### config.mk
export PLATFORM = sky130hd
export DESIGN_NAME = ex_mem_pipe_stage
export DESIGN_NICKNAME = d
export VERILOG_FILES = /design/src/rtl/ex_mem_pipe_stage.sv
export SDC_FILE = /design/constraint.sdc
export NUM_CORES = 1
export LEC_CHECK = 0
export CAP_MARGIN = 5
export CORE_MARGIN = 8
export CORE_UTILIZATION = 50
export DETAILED_ROUTE_END_ITERATION = 8
export PLACE_DENSITY = 0.87
export SYNTH_ARGS = -nofsm -noshare
export SYNTH_HDL_FRONTEND = slang
export SYNTH_SLANG_ARGS = --single-unit
export TNS_END_PERCENT = 50
### constraint.sdc
create_clock -name clk -period 2.1 [get_ports clk]
set_input_delay 0.315 -clock clk [delete_from_list [all_inputs] [get_ports clk]]
set_output_delay 0.315 -clock clk [all_outputs]
set_load 0.01 [all_outputs]
### src/rtl/ex_mem_pipe_stage.sv
// EX->MEM pipeline register with valid/ready handshake, 2-entry skid buffer and flush.
// Optional stall/bubble statistics counters are enabled by defining PIPE_STAGE_STATS_EN.
module ex_mem_pipe_stage #(
    parameter int unsigned DBITS               = 32,
    parameter int unsigned REG_INDEX_BIT_WIDTH = 4,
    parameter int unsigned OPBITS              = 4,
    parameter int unsigned STAT_BITS           = 16
) (
    input  logic                           clk,
    input  logic                           reset,
    input  logic                           flush,

    input  logic                           in_valid,
    output logic                           in_ready,
    input  logic [OPBITS-1:0]              in_func,
    input  logic [OPBITS-1:0]              in_op,
    input  logic [DBITS-1:0]               in_regData2,
    input  logic [DBITS-1:0]               in_intermediateResult,
    input  logic [REG_INDEX_BIT_WIDTH-1:0] in_rs2,
    input  logic [REG_INDEX_BIT_WIDTH-1:0] in_rd,
    input  logic                           in_ME_mux_sel,
    input  logic                           in_wrReg,
    input  logic                           in_wrMem,

    output logic                           out_valid,
    input  logic                           out_ready,
    output logic [OPBITS-1:0]              out_func,
    output logic [OPBITS-1:0]              out_op,
    output logic [DBITS-1:0]               out_regData2,
    output logic [DBITS-1:0]               out_intermediateResult,
    output logic [REG_INDEX_BIT_WIDTH-1:0] out_rs2,
    output logic [REG_INDEX_BIT_WIDTH-1:0] out_rd,
    output logic                           out_ME_mux_sel,
    output logic                           out_wrReg,
    output logic                           out_wrMem
`ifdef PIPE_STAGE_STATS_EN
    ,
    output logic [STAT_BITS-1:0]           stall_cnt,
    output logic [STAT_BITS-1:0]           bubble_cnt
`endif
);

    typedef struct packed {
        logic [OPBITS-1:0]              func;
        logic [OPBITS-1:0]              op;
        logic [DBITS-1:0]               regData2;
        logic [DBITS-1:0]               intermediateResult;
        logic [REG_INDEX_BIT_WIDTH-1:0] rs2;
        logic [REG_INDEX_BIT_WIDTH-1:0] rd;
        logic                           ME_mux_sel;
        logic                           wrReg;
        logic                           wrMem;
    } entry_t;

    generate
        if (STAT_BITS == 0) begin : g_stat_bits_invalid
            $error("STAT_BITS must be at least 1");
        end
    endgenerate

    entry_t in_entry;
    entry_t m_q;
    entry_t s_q;
    logic   m_valid;
    logic   s_valid;
    logic   accept;
    logic   m_free;

    always_comb begin
        in_entry = '{
            func:               in_func,
            op:                 in_op,
            regData2:           in_regData2,
            intermediateResult: in_intermediateResult,
            rs2:                in_rs2,
            rd:                 in_rd,
            ME_mux_sel:         in_ME_mux_sel,
            wrReg:              in_wrReg,
            wrMem:              in_wrMem
        };
    end

    assign in_ready = !s_valid;
    assign accept   = in_valid & in_ready;
    // M is free when empty or when its entry leaves this cycle
    assign m_free   = !m_valid | out_ready;

    always_ff @(posedge clk or negedge reset) begin
        if (!reset) begin
            m_valid <= 1'b0;
            s_valid <= 1'b0;
            m_q     <= '0;
            s_q     <= '0;
        end else if (flush) begin
            // data registers keep their contents so out_* stays stable while invalid
            m_valid <= 1'b0;
            s_valid <= 1'b0;
        end else if (m_free) begin
            if (s_valid) begin
                m_q     <= s_q;
                m_valid <= 1'b1;
                s_valid <= accept;
                if (accept) begin
                    s_q <= in_entry;
                end
            end else begin
                m_valid <= accept;
                if (accept) begin
                    m_q <= in_entry;
                end
            end
        end else if (accept) begin
            s_q     <= in_entry;
            s_valid <= 1'b1;
        end
    end

    assign out_valid              = m_valid;
    assign out_func               = m_q.func;
    assign out_op                 = m_q.op;
    assign out_regData2           = m_q.regData2;
    assign out_intermediateResult = m_q.intermediateResult;
    assign out_rs2                = m_q.rs2;
    assign out_rd                 = m_q.rd;
    assign out_ME_mux_sel         = m_q.ME_mux_sel;
    assign out_wrReg              = m_q.wrReg & m_valid;
    assign out_wrMem              = m_q.wrMem & m_valid;

`ifdef PIPE_STAGE_STATS_EN
    always_ff @(posedge clk or negedge reset) begin
        if (!reset) begin
            stall_cnt  <= '0;
            bubble_cnt <= '0;
        end else if (flush) begin
            stall_cnt  <= '0;
            bubble_cnt <= '0;
        end else begin
            if (m_valid && !out_ready && (stall_cnt != '1)) begin
                stall_cnt <= stall_cnt + 1'b1;
            end
            if (!m_valid && (bubble_cnt != '1)) begin
                bubble_cnt <= bubble_cnt + 1'b1;
            end
        end
    end
`endif

endmodule
==> results of run 1 <==
[cell families after synthesis]
| family | after synthesis |
|---|---|
| buf+inv | 108 |
| simple gates | 9 |
| flops | 168 |
| compound gates | 1 |
| mux | 249 |
[synthesized netlist by cell type]
master    count  area (um^2)
buf_1         1         3.75
mux2_4       70         1050
mux2_1       74          833
nor2b_2       1         8.76
nand3_1       1         5.00
and2_1        2         12.5
nor3_1        1         5.00
inv_1         1         3.75
dfrtp_1     168         4200
mux2_2      105         1180
buf_2         3         15.0
buf_6        20          225
buf_4        83          623
nor3_2        1         10.0
nor2_1        2         7.51
nand2b_1      1         6.26
a21oi_1       1         5.00
[worst max-delay path by stage]
| stage | slack, ns | end | startpoint |
|---|---|---|---|
| global placement | 0.10 | out_intermediateResult[29]$_DFFE_PN0P_ | in_valid |
| CTS | 0.11 | in_ready | s_valid$_DFFE_PN0P_ |
| global route | 0.09 | in_ready | s_valid$_DFFE_PN0P_ |
| floorplan | 0.56 | out_func[0]$_DFFE_PN0P_ | out_valid$_DFFE_PN0P_ |
| detailed placement | 0.04 | out_regData2[2]$_DFFE_PN0P_ | in_valid |
| finish | 0.14 | in_ready | s_valid$_DFFE_PN0P_ |
[power groups by stage]
stage / logic, mW / clock network (mW) / registers (mW)
detailed placement: 2.20 / 0 / 4.41
finish: 2.19 / 3.36 / 4.38
CTS: 2.23 / 3.44 / 4.38
floorplan: 1.59 / 0 / 4.26
global placement: 2.12 / 0 / 4.35
global route: 2.33 / 3.55 / 4.46
[per-layer routing]
layer / GRT usage / part of all wire / wire, um / vias up
li1: - / - / - / 1981
met1: 0.196 / 0.42 / 7170 / 2277
met2: 0.300 / 0.51 / 8770 / 124
met3: 0.0419 / 0.059 / 1020 / 13
met4: 0.0559 / 0.0091 / 155 / 0
met5: 0 / 0 / 0 / -
[critical path: cells and delay by family, from the launching register on]
| family | cells | cell delay (ns) |
|---|---|---|
| flops | 1 | 0.59 |
| buf+inv | 2 | 0.62 |
[registers in the layout (all words and copies together) (netlist names)]
register,count
out_op,4
m_q,2
out_regData2,32
s_valid,1
out_func,4
out_intermediateResult,32
s_q,83
out_ME_mux_sel,1
out_rd,4
out_rs2,4
out_valid,1
[cell type report]
cell class              count  area (um^2)  share of cell area
multi-input cells         259         3150               0.308
flip-flops and latches    168         4210               0.413
clock inverters            10          166              0.0163
clock buffers              22          474              0.0465
inverters                   1         3.75            0.000368
well taps                 220          275              0.0270
repair buffers            187         1930               0.189
==> flow_metrics.env, run 1 <==
export IMPL_clock_power_share=0.339
export IMPL_avgSynthCellArea_um2=15.3
export IMPL_pin_count=173
export IMPL_ctsHoldBuffers=1
export IMPL_gp_congestion=0.752
export IMPL_rr_worst_depth=4
export IMPL_slowest_delay_ns=0.59
export IMPL_drive_gt1_frac=0.346
export IMPL_numCtsBuffers=17
export IMPL_p_per_area_nw_per_um2=973
export IMPL_slew_violations=0
export IMPL_synthesis_instances=535
export IMPL_maxSlewHeadroom=0.606
export IMPL_synth_seq_cells=168
export IMPL_dpl_cell_area_um2=9550
export IMPL_p_comb_frac=0.220
export IMPL_final_common_cell="clkdlybuf4s50_1"
export IMPL_coreArea_um2=16300
export IMPL_grt_max_degree=62
export IMPL_finish_utilization=0.626
export IMPL_synthAdderAreaFrac=0
export IMPL_fin_ws_ns=0.144
export IMPL_swShare=0.243
export IMPL_grt_pass1_wl_um=27200
export IMPL_maxCapViolCount=0
export IMPL_wl_per_cell_um=19.7
export IMPL_overflow=0
export IMPL_synth_compound_area_frac=0.000610
export IMPL_syn_cell_area_um2=8200
export IMPL_worst_pin_slew_ns=0.591
export IMPL_muxShareOfSynthArea=0.374
export IMPL_fin_nets=722
export IMPL_dieArea_um2=20800
export IMPL_clock_sinks=168
export IMPL_port_buffers=172
export IMPL_drt_iter0_markers=153
export IMPL_synth_top_family_by_area="multiplexers"
export IMPL_timing_rr_start="s_valid$_DFFE_PN0P_"
export IMPL_clockBufferDepth=2
export IMPL_end_kind="output port"
export IMPL_drt_wl_total_um=17100
export IMPL_yosysSeqAreaShare=0.513
export IMPL_dieHeight_um=144
export IMPL_power_total_mw=9.93
export IMPL_cts_tree="built"
export IMPL_ctsRootBufferMaster="clkbuf_16"
export IMPL_place_hpwl_um=11700
export IMPL_synth_xor_area_frac=0
export IMPL_rsz0062_at_grt="no"
export IMPL_skew_ns=0.00744
export IMPL_p_leak_nw=4.49
export IMPL_rr_endpoint="out_rs2[0]$_DFFE_PN0P_"
export IMPL_dp_cells=834
export IMPL_rrSetupSlack_ns=0.29
export IMPL_start_util=0.503
export IMPL_fin_crit_sh=0.931
export IMPL_period_minus_slack_ns=1.96
export IMPL_cp_required_ns=1.78
export IMPL_post_cts_buffers=0
export IMPL_hold_viol_final=0
export IMPL_tns_ns=0
export IMPL_synthesis_nets=623
export IMPL_post_place_ws_ns=0.0410
export IMPL_firstDrtPassIters=4
export IMPL_insertion_delay_ns=0.42
export IMPL_slowest_stage="dfrtp_4"
export IMPL_whs_ns=0.475
export IMPL_htreeDepth=4
export IMPL_status="complete, no violations"
export IMPL_ir_drop_mv=0.572
export IMPL_synth_simple_area_share=0.00671
export IMPL_antenna_found_initial=0
export IMPL_switching_power_mw=2.41
export IMPL_worstPathCellList="inv_1 > clkdlybuf4s50_1"
export IMPL_cp_arrival_ns=1.64
export IMPL_fillers=1192
export IMPL_cts_resized=0
export IMPL_path_class="reg -> out"
export IMPL_fp_dieW_um=144
export IMPL_synth_yosys_warnings=0
export IMPL_grt_pass1_vias=5075
export IMPL_drt_vias_per_instance=5.07
export IMPL_max_freq_mhz=511
export IMPL_std_cell_rows=47
export IMPL_worstPathMaxFanout=14
export IMPL_synth_distinct_cells=17
export IMPL_num_antenna_cells=0
export IMPL_ant_nets=0
export IMPL_design_area_um2=10200
export IMPL_num_vias=4395
export IMPL_hp_class="in -> async"
export IMPL_startpoint_type="register"
export IMPL_setup_viol=0
export IMPL_drc=0
export IMPL_instances_no_fill=867
export IMPL_pwr_share_seq=0.441
export IMPL_grt_util_all_layers=0.169
export IMPL_final_cell_mix="clkdlybuf4s50_1 (171), dfrtp_1 (167), mux2_2 (105)"
export IMPL_clk_pin_slew_worst_paths_ns=0.06
export IMPL_p_int_mw=7.52
export IMPL_area_growth_pct=24.3
No activity file was read; power rests on OpenSTA's default activity.
==> run 2, diff against run 1 <==
--- a/config.mk
+++ b/config.mk
@@ -6,7 +6,7 @@
 export NUM_CORES = 1
 export LEC_CHECK = 0
 export CAP_MARGIN = 5
-export CORE_MARGIN = 8
+export CORE_MARGIN = 3
 export CORE_UTILIZATION = 50
 export DETAILED_ROUTE_END_ITERATION = 8
 export PLACE_DENSITY = 0.87
==> run 2 against run 1 <==
Net effect: final cell count is the same; combinational power is essentially flat; die area shrank 13%; register-to-register slack gained 0.14 ns; setup slack gained 0.16 ns; via count grew 0.14%; first-iteration DRC count shrank 7.8%; routed wire length shrank 5.2%; sequential cell count is the same; worst hold slack lost 0.074 ns; largest cell class unchanged; highest routed layer unchanged.
==> flow_metrics.env, run 2 (same netlist as run 1, synthesis figures left out) <==
export IMPL_status="complete, no violations"
export IMPL_place_hpwl_um=11000
export IMPL_clockBufferDepth=2
export IMPL_grt_util_all_layers=0.186
export IMPL_fp_dieW_um=134
export IMPL_pin_count=173
export IMPL_insertion_delay_ns=0.42
export IMPL_period_minus_slack_ns=1.80
export IMPL_p_int_mw=7.56
export IMPL_num_antenna_cells=0
export IMPL_power_total_mw=9.95
export IMPL_worstSetupStartpoint="out_valid$_DFFE_PN0P_"
export IMPL_drt_wl_total_um=16200
export IMPL_drt_vias_per_instance=5.08
export IMPL_drt_iter0_markers=141
export IMPL_path_class="reg -> out"
export IMPL_rsz0062_at_grt="no"
export IMPL_tns_ns=0
export IMPL_p_per_area_nw_per_um2=967
export IMPL_finish_utilization=0.646
export IMPL_p_comb_frac=0.221
export IMPL_drive_gt1_frac=0.353
export IMPL_slew_violations=0
export IMPL_clock_sinks=168
export IMPL_timing_rr_start="out_valid$_DFFE_PN0P_"
export IMPL_startpoint_type="register"
export IMPL_skew_ns=0.0103
export IMPL_grt_pass1_vias=4997
export IMPL_worstPathMaxFanout=5
export IMPL_switching_power_mw=2.39
export IMPL_fin_crit_sh=0.857
export IMPL_clock_power_share=0.341
export IMPL_numCtsBuffers=17
export IMPL_regMostFlops="s_q"
export IMPL_max_freq_mhz=556
export IMPL_overflow=0
export IMPL_maxSlewHeadroom=0.686
export IMPL_slowest_delay_ns=0.54
export IMPL_wl_per_cell_um=18.7
export IMPL_pwr_share_seq=0.438
export IMPL_ant_nets=0
export IMPL_gp_congestion=0.794
export IMPL_antenna_found_initial=0
export IMPL_final_cell_mix="clkdlybuf4s50_1 (170), dfrtp_1 (167), mux2_2 (105)"
export IMPL_rrSetupSlack_ns=0.43
export IMPL_grt_max_degree=50
export IMPL_fillers=1110
export IMPL_coreArea_um2=15900
export IMPL_maxCapViolCount=0
export IMPL_cp_required_ns=1.78
export IMPL_worst_pin_slew_ns=0.471
export IMPL_cts_tree="built"
export IMPL_post_cts_buffers=0
export IMPL_swShare=0.240
export IMPL_dieHeight_um=134
export IMPL_slowest_stage="clkdlybuf4s50_1"
export IMPL_std_cell_rows=46
export IMPL_htreeDepth=4
export IMPL_firstDrtPassIters=4
export IMPL_largest_reg_flops=83
export IMPL_start_util=0.514
export IMPL_ir_drop_mv=0.570
export IMPL_dieArea_um2=18000
export IMPL_worstPathCellList="and2_1 > clkdlybuf4s50_1"
export IMPL_num_vias=4401
export IMPL_hp_class="in -> async"
export IMPL_ctsRootBufferMaster="clkbuf_16"
export IMPL_fin_nets=727
export IMPL_clk_pin_slew_worst_paths_ns=0.07
export IMPL_port_buffers=172
export IMPL_cp_arrival_ns=1.49
export IMPL_grt_pass1_wl_um=26700
export IMPL_end_kind="output port"
export IMPL_p_leak_nw=4.54
export IMPL_final_common_cell="clkdlybuf4s50_1"
export IMPL_rr_worst_depth=5
export IMPL_area_growth_pct=25.5
export IMPL_setup_viol=0
export IMPL_rr_endpoint="out_func[0]$_DFFE_PN0P_"
export IMPL_hold_viol_final=0
export IMPL_drc=0
## run 2: worst max path at each step
stage	to	slack (ns)	cells after the start
after global placement	out_regData2[12]$_DFFE_PN0P_	0.17	6
after floorplan	out_func[0]$_DFFE_PN0P_	0.56	5
after global routing	out_wrMem	0.21	2
after detailed placement	s_q[79]$_DFFE_PN0P_	0.12	5
after CTS	in_ready	0.03	3
final	out_wrReg	0.30	2
## run 2: timing repair
action                                  in CTS  in global routing
endpoints found under the setup margin       0                  1
hold buffers                                 1                  0
resized for setup                            0                  1
hold endpoints to repair                    42                  0
## run 2: cell type report
cell class	count	area, um^2	share of cell area
Tap cell	216	270	0.0263
Clock inverter	10	168	0.0163
Inverter	1	3.75	0.000365
Timing Repair Buffer	192	2020	0.196
Clock buffer	21	480	0.0467
Multi-Input combinational cell	259	3150	0.306
Sequential cell	168	4210	0.409
## run 2: worst max-delay path, delay by kind of cell (launching register included)
family	cells	cell delay [ns]
DFF	1	0.39
and+or+nand+nor	1	0.14
buffers and inverters	1	0.54
## run 2: power groups by stage
stage	Sequential, mW	Clock (mW)	Combinational (mW)
after global routing	4.45	3.60	2.35
after CTS	4.37	3.45	2.23
after detailed placement	4.40	0	2.21
after global placement	4.35	0	2.13
final	4.36	3.39	2.20
after floorplan	4.26	0	1.59
## run 2: layer usage
metal | track usage | up-vias | share of wire
li1 | - | 1990 | -
met3 | 0.0510 | 18 | 0.047
met2 | 0.314 | 124 | 0.50
met4 | 0.0475 | 0 | 0.011
met5 | 0 | - | 0
met1 | 0.240 | 2269 | 0.44
## run 2: per-stage QoR
| step | std cells | hold slack, ns | cell area (um^2) | setup WS [ns] |
|---|---|---|---|---|
| floorplan | 535 | 0.0194 | 8200 | 0.555 |
| global placement | 835 | 0.274 | 9630 | 0.168 |
| detailed placement | 835 | 0.284 | 9630 | 0.119 |
| CTS | 867 | 0.414 | 10300 | 0.0254 |
| global route | 867 | 0.426 | 10300 | 0.206 |
| finish | 867 | 0.401 | 10300 | 0.300 |
==> run 3, diff against run 2 <==
--- a/config.mk
+++ b/config.mk
@@ -6,10 +6,13 @@
 export NUM_CORES = 1
 export LEC_CHECK = 0
 export CAP_MARGIN = 5
+export CELL_PAD_IN_SITES_DETAIL_PLACEMENT = 0
+export CELL_PAD_IN_SITES_GLOBAL_PLACEMENT = 1
 export CORE_MARGIN = 3
-export CORE_UTILIZATION = 50
+export CORE_UTILIZATION = 42
 export DETAILED_ROUTE_END_ITERATION = 8
-export PLACE_DENSITY = 0.87
+export PLACE_DENSITY = 0.88
+export SLEW_MARGIN = 20
 export SYNTH_ARGS = -nofsm -noshare
 export SYNTH_HDL_FRONTEND = slang
 export SYNTH_SLANG_ARGS = --single-unit
==> run 3 against run 2 <==
Net effect: sequential power hardly changed; non-clock buffer count is 1 lower; clock skew is 0.0012 ns lower; register-to-register slack worse by 0.08 ns; critical path depth stayed put; die area is 18% higher; count of clock-buffer cells in the layout is 2 lower.
==> flow_metrics.env, run 3 (same netlist as run 1, synthesis figures left out) <==
export IMPL_status="complete, no violations"
export IMPL_htreeDepth=4
export IMPL_fin_nets=726
export IMPL_design_area_um2=10300
export IMPL_drc=0
export IMPL_fin_crit_sh=0.920
export IMPL_final_cell_mix="clkdlybuf4s50_1 (171), dfrtp_1 (167), mux2_2 (105)"
export IMPL_num_vias=4419
export IMPL_dieHeight_um=146
export IMPL_startpoint_type="register"
export IMPL_drive_gt1_frac=0.350
export IMPL_power_total_mw=9.72
export IMPL_grt_util_all_layers=0.158
export IMPL_hp_class="in -> async"
export IMPL_port_buffers=172
export IMPL_skew_ns=0.00912
export IMPL_p_per_area_nw_per_um2=946
export IMPL_fp_dieW_um=146
export IMPL_swShare=0.247
export IMPL_worstPathCellList="inv_1 > clkdlybuf4s50_1"
export IMPL_hold_viol_final=0
export IMPL_largest_reg_flops=83
export IMPL_drt_iter0_markers=134
export IMPL_dpl_cell_area_um2=9670
export IMPL_dr_max_layer_used="met4"
export IMPL_path_class="reg -> out"
export IMPL_cts_tree="built"
export IMPL_drt_wl_total_um=16200
export IMPL_num_antenna_cells=0
export IMPL_ant_nets=0
export IMPL_cts_resized=0
export IMPL_clk_pin_slew_worst_paths_ns=0.07
export IMPL_worstPathMaxFanout=15
export IMPL_pin_count=173
export IMPL_gp_congestion=0.702
export IMPL_wl_met1_um=7640
export IMPL_route_met3_wl_um=788
export IMPL_grt_pass1_wl_um=26900
export IMPL_pwr_share_seq=0.447
export IMPL_coreArea_um2=19000
export IMPL_rsz0062_at_grt="no"
export IMPL_firstDrtPassIters=4
export IMPL_setup_viol=0
export IMPL_switching_power_mw=2.40
export IMPL_regArea_um2=4210
export IMPL_ir_drop_mv=0.519
export IMPL_p_int_mw=7.32
export IMPL_regMostFlops="s_q"
export IMPL_slowest_stage="dfrtp_4"
export IMPL_p_comb_frac=0.224
export IMPL_fillers=1571
export IMPL_antenna_found_initial=0
export IMPL_maxSlewHeadroom=0.743
export IMPL_overflow=0
export IMPL_max_freq_mhz=517
export IMPL_maxCapViolCount=0
export IMPL_dieArea_um2=21200
export IMPL_wl_per_cell_um=17.7
export IMPL_slew_violations=0
export IMPL_slowest_delay_ns=0.58
export IMPL_numCtsBuffers=17
export IMPL_tns_ns=0
export IMPL_cp_required_ns=1.78
export IMPL_clock_sinks=168
export IMPL_place_hpwl_um=11000
export IMPL_start_util=0.433
export IMPL_drt_vias_per_instance=4.85
export IMPL_grt_pass1_vias=4894
export IMPL_multiInputGateArea_um2=3150
export IMPL_area_growth_pct=25.3
export IMPL_clock_power_share=0.329
export IMPL_worst_pin_slew_ns=0.385
export IMPL_period_minus_slack_ns=1.93
export IMPL_p_leak_nw=4.49
export IMPL_grt_max_degree=57
export IMPL_end_kind="output port"
export IMPL_std_cell_rows=50
export IMPL_final_common_cell="clkdlybuf4s50_1"
export IMPL_cp_arrival_ns=1.62
export IMPL_clockBufferDepth=2
export IMPL_insertion_delay_ns=0.42
export IMPL_critPathTopFamily="buffers and inverters"
export IMPL_wl_met2_um=7620
export IMPL_cp_num_buf_inv=2
export IMPL_ctsRootBufferMaster="clkbuf_16"
-- run 3: cell types whose count changed in the layout (fill, tap and decap cells not counted) --
cell	delta
clkbuf_8	-4
clkinvlp_4	+4
clkinv_4	-3
clkbuf_1	+2
inv_6	+2
buf_12	-1
bufinv_16	-1
clkdlybuf4s50_1	+1
dlymetal6s2s_1	-1
inv_8	+1
-- run 3: per-stage QoR --
| stage | hold WS (ns) | cells | setup WS, ns | util |
|---|---|---|---|---|
| floorplan | 0.0194 | 535 | 0.555 | - |
| finish | 0.352 | 911 | 0.168 | 0.542 |
| CTS | 0.330 | 912 | 0.0185 | 0.543 |
| detailed placement | 0.222 | 879 | 0.0531 | 0.510 |
| global route | 0.354 | 911 | 0.0932 | 0.542 |
| global placement | 0.209 | 879 | 0.0959 | 0.510 |
-- run 3: power groups by stage --
stage	registers, mW	logic [mW]	clock network (mW)
final	4.34	2.18	3.20
after global routing	4.43	2.32	3.47
after floorplan	4.26	1.59	0
after global placement	4.35	2.13	0
after CTS	4.34	2.21	3.32
after detailed placement	4.39	2.20	0
-- run 3: worst paths after layout --
check	from	endpoint	slack [ns]	cells past startpoint
min in group clk	out_op[0]$_DFFE_PN0P_	out_op[0]$_DFFE_PN0P_	0.48	1
hold reg to reg	out_op[0]$_DFFE_PN0P_	out_op[0]$_DFFE_PN0P_	0.48	1
setup / recovery	s_valid$_DFFE_PN0P_	in_ready	0.17	2
setup reg to reg	s_valid$_DFFE_PN0P_	m_q[1]$_DFFE_PN0P_	0.35	3
hold / removal	reset	s_q[21]$_DFFE_PN0P_	0.35	2
max in group asynchronous	reset	s_q[32]$_DFFE_PN0P_	1.06	4
-- run 3: area by class of cell --
cell class | count | share of cell area
clock buffers | 19 | 0.0421
repair buffers | 191 | 0.194
inverters | 1 | 0.000365
well taps | 260 | 0.0316
multi-input cells | 259 | 0.306
flip-flops and latches | 168 | 0.409
clock inverters | 13 | 0.0166
-- run 3: timing repair --
item | in CTS | in global routing
setup buffers | 0 | 0
hold endpoints to repair | 27 | 0
hold buffers | 1 | 0
setup endpoints to repair | 0 | 1
-- run 3: layer usage --
layer | global-route usage | vias up
met3 | 0.0464 | 8
met4 | 0.0370 | 0
met5 | 0 | -
met2 | 0.248 | 122
met1 | 0.219 | 2283
li1 | - | 2006
